[src/rtl/mma_loop_sequencer.sv]
// Walks the (row_i, col_j, inner_k) index space of C[MxN] = A[MxK] * B[KxN]
// with inner_k innermost, handing one tuple per valid/ready transfer to the datapath.
module mma_loop_sequencer #(
  parameter int DIM_WIDTH   = 8,
  parameter int CYCLE_WIDTH = 32
) (
  input  logic                   clk,
  input  logic                   reset,
  input  logic                   start,
  input  logic [DIM_WIDTH-1:0]   dim_m,
  input  logic [DIM_WIDTH-1:0]   dim_n,
  input  logic [DIM_WIDTH-1:0]   dim_k,
  input  logic                   abort,
  output logic                   idx_valid,
  input  logic                   idx_ready,
  output logic [DIM_WIDTH-1:0]   row_i,
  output logic [DIM_WIDTH-1:0]   col_j,
  output logic [DIM_WIDTH-1:0]   inner_k,
  output logic                   first_k,
  output logic                   last_k,
  output logic                   busy,
  output logic                   done,
  output logic                   err_dim,
  output logic [CYCLE_WIDTH-1:0] cycle_count,
  output logic [1:0]             state_dbg
);

  // Handshake: a tuple moves on every edge where idx_valid and idx_ready are both
  // high; idx_valid never waits on idx_ready and the tuple is frozen until it moves.

  typedef enum logic [1:0] {
    S_IDLE = 2'd0,
    S_RUN  = 2'd1,
    S_DONE = 2'd2
  } state_t;

  localparam logic [DIM_WIDTH-1:0]   DIM_ONE = {{(DIM_WIDTH-1){1'b0}}, 1'b1};
  localparam logic [CYCLE_WIDTH-1:0] CYC_ONE = {{(CYCLE_WIDTH-1){1'b0}}, 1'b1};

  state_t               state_q, state_d;
  logic [DIM_WIDTH-1:0] m_q, n_q, k_q;
  logic                 dims_ok;
  logic                 xfer;
  logic                 k_wrap, j_wrap, i_wrap;
  logic                 last_tuple;

  assign dims_ok = (dim_m != '0) && (dim_n != '0) && (dim_k != '0);
  assign xfer    = (state_q == S_RUN) && idx_ready;

  // Compare against dim-1 so a dimension of all ones never needs a wider counter.
  assign k_wrap     = (inner_k == (k_q - DIM_ONE));
  assign j_wrap     = (col_j == (n_q - DIM_ONE));
  assign i_wrap     = (row_i == (m_q - DIM_ONE));
  assign last_tuple = k_wrap && j_wrap && i_wrap;

  always_ff @(posedge clk or posedge reset) begin
    if (reset) state_q <= S_IDLE;
    else       state_q <= state_d;
  end

  always_comb begin
    state_d = state_q;
    case (state_q)
      S_IDLE: if (start && dims_ok) state_d = S_RUN;
      S_RUN: begin
        if (abort)                   state_d = S_IDLE;
        else if (xfer && last_tuple) state_d = S_DONE;
      end
      S_DONE:  state_d = S_IDLE;
      default: state_d = S_IDLE;
    endcase
  end

  always_ff @(posedge clk or posedge reset) begin
    if (reset) begin
      m_q         <= '0;
      n_q         <= '0;
      k_q         <= '0;
      row_i       <= '0;
      col_j       <= '0;
      inner_k     <= '0;
      cycle_count <= '0;
      err_dim     <= 1'b0;
    end else begin
      err_dim <= (state_q == S_IDLE) && start && !dims_ok;
      case (state_q)
        S_IDLE: begin
          if (start && dims_ok) begin
            m_q         <= dim_m;
            n_q         <= dim_n;
            k_q         <= dim_k;
            row_i       <= '0;
            col_j       <= '0;
            inner_k     <= '0;
            cycle_count <= '0;
          end
        end
        S_RUN: begin
          cycle_count <= cycle_count + CYC_ONE;
          // Abort wins over a coincident transfer, so the indices stay put.
          if (!abort && idx_ready) begin
            if (k_wrap) begin
              inner_k <= '0;
              if (j_wrap) begin
                col_j <= '0;
                row_i <= i_wrap ? '0 : row_i + DIM_ONE;
              end else begin
                col_j <= col_j + DIM_ONE;
              end
            end else begin
              inner_k <= inner_k + DIM_ONE;
            end
          end
        end
        default: ;
      endcase
    end
  end

  assign idx_valid = (state_q == S_RUN);
  assign busy      = (state_q == S_RUN);
  assign done      = (state_q == S_DONE);
  assign first_k   = (state_q == S_RUN) && (inner_k == '0);
  assign last_k    = (state_q == S_RUN) && k_wrap;
  assign state_dbg = state_q;

endmodule

[config.mk]
export PLATFORM = sky130hd
export DESIGN_NAME = mma_loop_sequencer
export DESIGN_NICKNAME = d
export VERILOG_FILES = /design/src/rtl/mma_loop_sequencer.sv
export SDC_FILE = /design/constraint.sdc
export NUM_CORES = 1
export LEC_CHECK = 0
export ABC_AREA = 1
export BUFFER_PORTS_ARGS = -buffer_cell sky130_fd_sc_hd__clkbuf_2
export CAP_MARGIN = 10
export CORE_MARGIN = 5
export CORE_UTILIZATION = 25
export DETAILED_ROUTE_END_ITERATION = 10
export PLACE_DENSITY_LB_ADDON = 0.2
export SYNTH_ARGS = -nofsm -noshare
export SYNTH_HDL_FRONTEND = slang
export SYNTH_SLANG_ARGS = --single-unit
[constraint.sdc]
create_clock -name clk -period 7.2 [get_ports clk]
set_clock_uncertainty 0.2 [all_clocks]
set_input_delay 1.44 -clock clk [delete_from_list [all_inputs] [get_ports clk]]
set_output_delay 1.44 -clock clk [all_outputs]
set_load 0.02 [all_outputs]
==> metrics.md <==
| Metric | Value |
|---|---|
| Placed Area | `6090 um2` |
| Input/output buffers | `92` |
| CP endpoint | `last_k` |
| CP most frequent cell | `nor2_1` |
| R2R depth | `6` |
| Worst hold margin | `0.334 ns` |
| Hold_buf cts | `0` |
| Post-Syn Area | `5370 um2` |
| Finished Cell Area | `6390 um2` |
| Gpl congestion | `0.845` |
| Clock-pin slew on the worst setup and hold paths | `0.06 ns` |
| Crit-path slowest cell | `dfrtp_1` |
| Pwr dens | `243 nW/um2` |
| R2R Setup Slk | `4.27 ns` |
| Place WS | `3.25 ns` |
| Critical path startpoint | `k_q[0]` |
| Kind of cell adding the most delay to the critical path | `simple AND/OR/NAND/NOR gates` |
| Slew @ Worst Pin | `1.10 ns` |
| WP depth | `12` |
| Sequential share of power | `0.391` |
| CTS tree | `done` |
| Clk buf depth | `2` |
| Max FO, Critical Path | `5` |
| Core Footprint | `21,100 um2` |
| Logic gate share of total power | `0.303` |
| Post-DRT Antenna Nets | `0` |
| RR Endpoint | `n_q[1]` |
| Multi-input logic area | `2880 um2` |
| Setup bufs post-CTS | `0` |
| Vias in the first global route | `4,827` |
| Sw Share | `0.380` |
| Die Span Y | `157 um` |
| CP bufs+invs | `3` |
| Die W | `157 um` |
| Register area share after synthesis | `0.387` |
| Layout Nets | `889` |
| Cts bufs inserted | `9` |
| FF-to-FF Start | `state_dbg[0]` |
| Max VDD drop | `0.0000759 V` |
| I/O pin count | `93` |
| Fin crit share | `0.531` |
| Final min period | `3.82 ns` |
| Setup TNS | `0 ns` |
| Die Footprint | `24,500 um2` |
| Reg area | `2080 um2` |
| Synthesized area per cell | `7.03 um2` |
| Mapped Cells | `763` |
| Number of fill cells | `2,373` |
| Post-cts sizing count | `0` |
| Pint | `964 uW` |
| Total wire length | `16,500 um` |
| Clk pwr share | `0.306` |
| Routed len/inst | `14.5 um` |
| Crit Path Class | `flop to primary output` |
| First-pass GRT wire length | `26,500 um` |
| Utilization after layout | `0.303` |
| Initial Util | `0.255` |
| Slew headroom | `0.265` |
| Remaining DRCs | `0` |
| Count of non-filler cells in the finished layout | `1,132` |
| Root Buffer | `clkbuf_16` |
| Maxcap violations | `0` |
| Outcome | `finished clean` |
| # setup viols final | `0` |
| Reported net switching power | `591 uW` |
| CTS sink count | `83` |
| Number of synthesized register bits | `83` |
| Gr usage total | `0.137` |
| Initial antenna violation count | `0` |
| Critical Path Sink Type | `primary output` |
| DRT iter0 DRCs | `334` |
| Critical Path AT | `2.18 ns` |
| Worst EP required | `5.56 ns` |
| Antenna Cells | `0` |
| Worst hold path class | `flop to flop` |
| RSZ-0062 raised after global routing | `false` |
| DP HPWL | `12,700 um` |
| Clock Latency Late Sink | `0.35 ns` |
| Syn Nets | `800` |
| Layout cell share with drive strength beyond 1 | `0.165` |
| Slowest Stage Delay on Critical Path | `0.41 ns` |
| Via density per instance | `4.52` |
| Max Slew Vio Count | `0` |
| CP startpoint kind | `flop` |
| Routed vias | `5,118` |
| Critical path cell sequence | `inv_2 > ha_1 > nand2_1 > inv_1 > nor2_1 > nand2_1 > nor2_1 > nand3_1 > nor2_2 > nand2_2 > nor2_1 > clkbuf_2` |
| Area Overhead vs Synth | `19.1%` |
| Drt pass-1 iters | `5` |
| H-tree Lvls | `3` |
| Total power | `1.55 mW` |
| Placed insts | `1,116` |
| Leak | `3.11 nW` |
| Largest net degree at the start of global routing | `67` |
| Max Freq | `262 MHz` |
| Setup ws final | `3.38 ns` |
| Yosys cell types | `43` |
| Final Hold Viols | `0` |
| Number of core rows | `53` |
| Grt total ovfl | `0` |
| Synthesis Warnings | `0` |
[sequential cells by signal, summed over array words and instances (netlist names)]
name,cells
cycle_count,32
col_j,8
inner_k,8
k_q,8
m_q,8
n_q,8
row_i,8
state_dbg,2
err_dim,1
[synthesized netlist by cell type (all sizes together)]
library cell | n | area share
and3 | 1 | 0.0012
dfrtp | 83 | 0.39
a21oi | 15 | 0.017
a31oi | 1 | 0.0012
nor3 | 16 | 0.016
o211ai | 3 | 0.0042
or2 | 2 | 0.0023
inv | 86 | 0.061
o31ai | 1 | 0.0014
buf | 11 | 0.013
nand3 | 50 | 0.050
nand3b | 5 | 0.0070
nand2 | 244 | 0.18
ha | 8 | 0.019
clkbuf | 4 | 0.0028
o22ai | 3 | 0.0035
xnor2 | 14 | 0.023
xor2 | 27 | 0.044
nand4 | 17 | 0.024
a311o | 1 | 0.0019
nor4 | 4 | 0.0047
nor2 | 110 | 0.086
o21ai | 57 | 0.055
[placed cells by master, fill, tap and decap left out, types with 3 or more instances in the layout]
master | netlist | final
nor4_1 | 4 | 4
dfrtp_1 | 83 | 83
nand2_1 | 236 | 236
a21oi_1 | 13 | 13
o21ai_0 | 52 | 52
inv_1 | 82 | 81
nand4_1 | 15 | 15
xnor2_1 | 14 | 14
o22ai_1 | 3 | 3
nand2_2 | 5 | 5
nand3b_1 | 5 | 5
clkbuf_16 | 0 | 9
nand2_4 | 3 | 3
nor3_1 | 15 | 15
nand3_1 | 48 | 48
o21ai_1 | 3 | 3
clkbuf_2 | 0 | 92
o211ai_1 | 3 | 3
nor2_2 | 9 | 9
inv_2 | 3 | 3
xor2_1 | 27 | 27
ha_1 | 8 | 8
nor2_1 | 99 | 99
[worst min path at each step]
stage | from | endpoint | slack (ns) | depth (start not counted)
floorplan | n_q[7] | n_q[7] | 0.27 | 2
global placement | cycle_count[31] | cycle_count[31] | 0.32 | 2
detailed placement | m_q[7] | m_q[7] | 0.32 | 2
CTS | cycle_count[31] | cycle_count[31] | 0.34 | 2
global route | m_q[7] | m_q[7] | 0.36 | 2
finish | m_q[7] | m_q[7] | 0.33 | 2
[area by class of cell]
type | count | area share
Multi-Input combinational cell | 579 | 0.450
Sequential cell | 83 | 0.325
Timing Repair Buffer | 93 | 0.0732
Tap cell | 275 | 0.0538
Inverter | 86 | 0.0511
Clock buffer | 12 | 0.0386
Clock inverter | 4 | 0.00783
[kinds of logic after synthesis]
logic type	Yosys count	synth area share
AO/OA/AOI/OAI	81	0.0835
XOR/XNOR	41	0.0669
adder cells (fa/ha/maj)	8	0.0186
buffers and inverters	101	0.0767
flip-flops	83	0.387
AND/OR/NAND/NOR	449	0.367
[routing by layer]
layer	up-vias	share of wire	global-route usage
met5	-	0	0
met4	0	0.019	0.0434
met3	21	0.040	0.0246
met2	96	0.44	0.205
met1	2383	0.50	0.201
li1	2618	-	-
[power groups by stage]
stage	combinational, mW	sequential (mW)	clock, mW
2_1_floorplan	0.325	0.623	0
3_3_place_gp	0.473	0.618	0
3_5_place_dp	0.475	0.616	0
4_1_cts	0.477	0.609	0.492
5_1_grt	0.542	0.617	0.509
6_report	0.470	0.608	0.476
[worst min-delay path: cells and delay by family, from the launching register on]
kind          cells  cell delay [ns]
flops             1             0.38
simple gates      2             0.12
No activity file was read; power rests on OpenSTA's default activity.
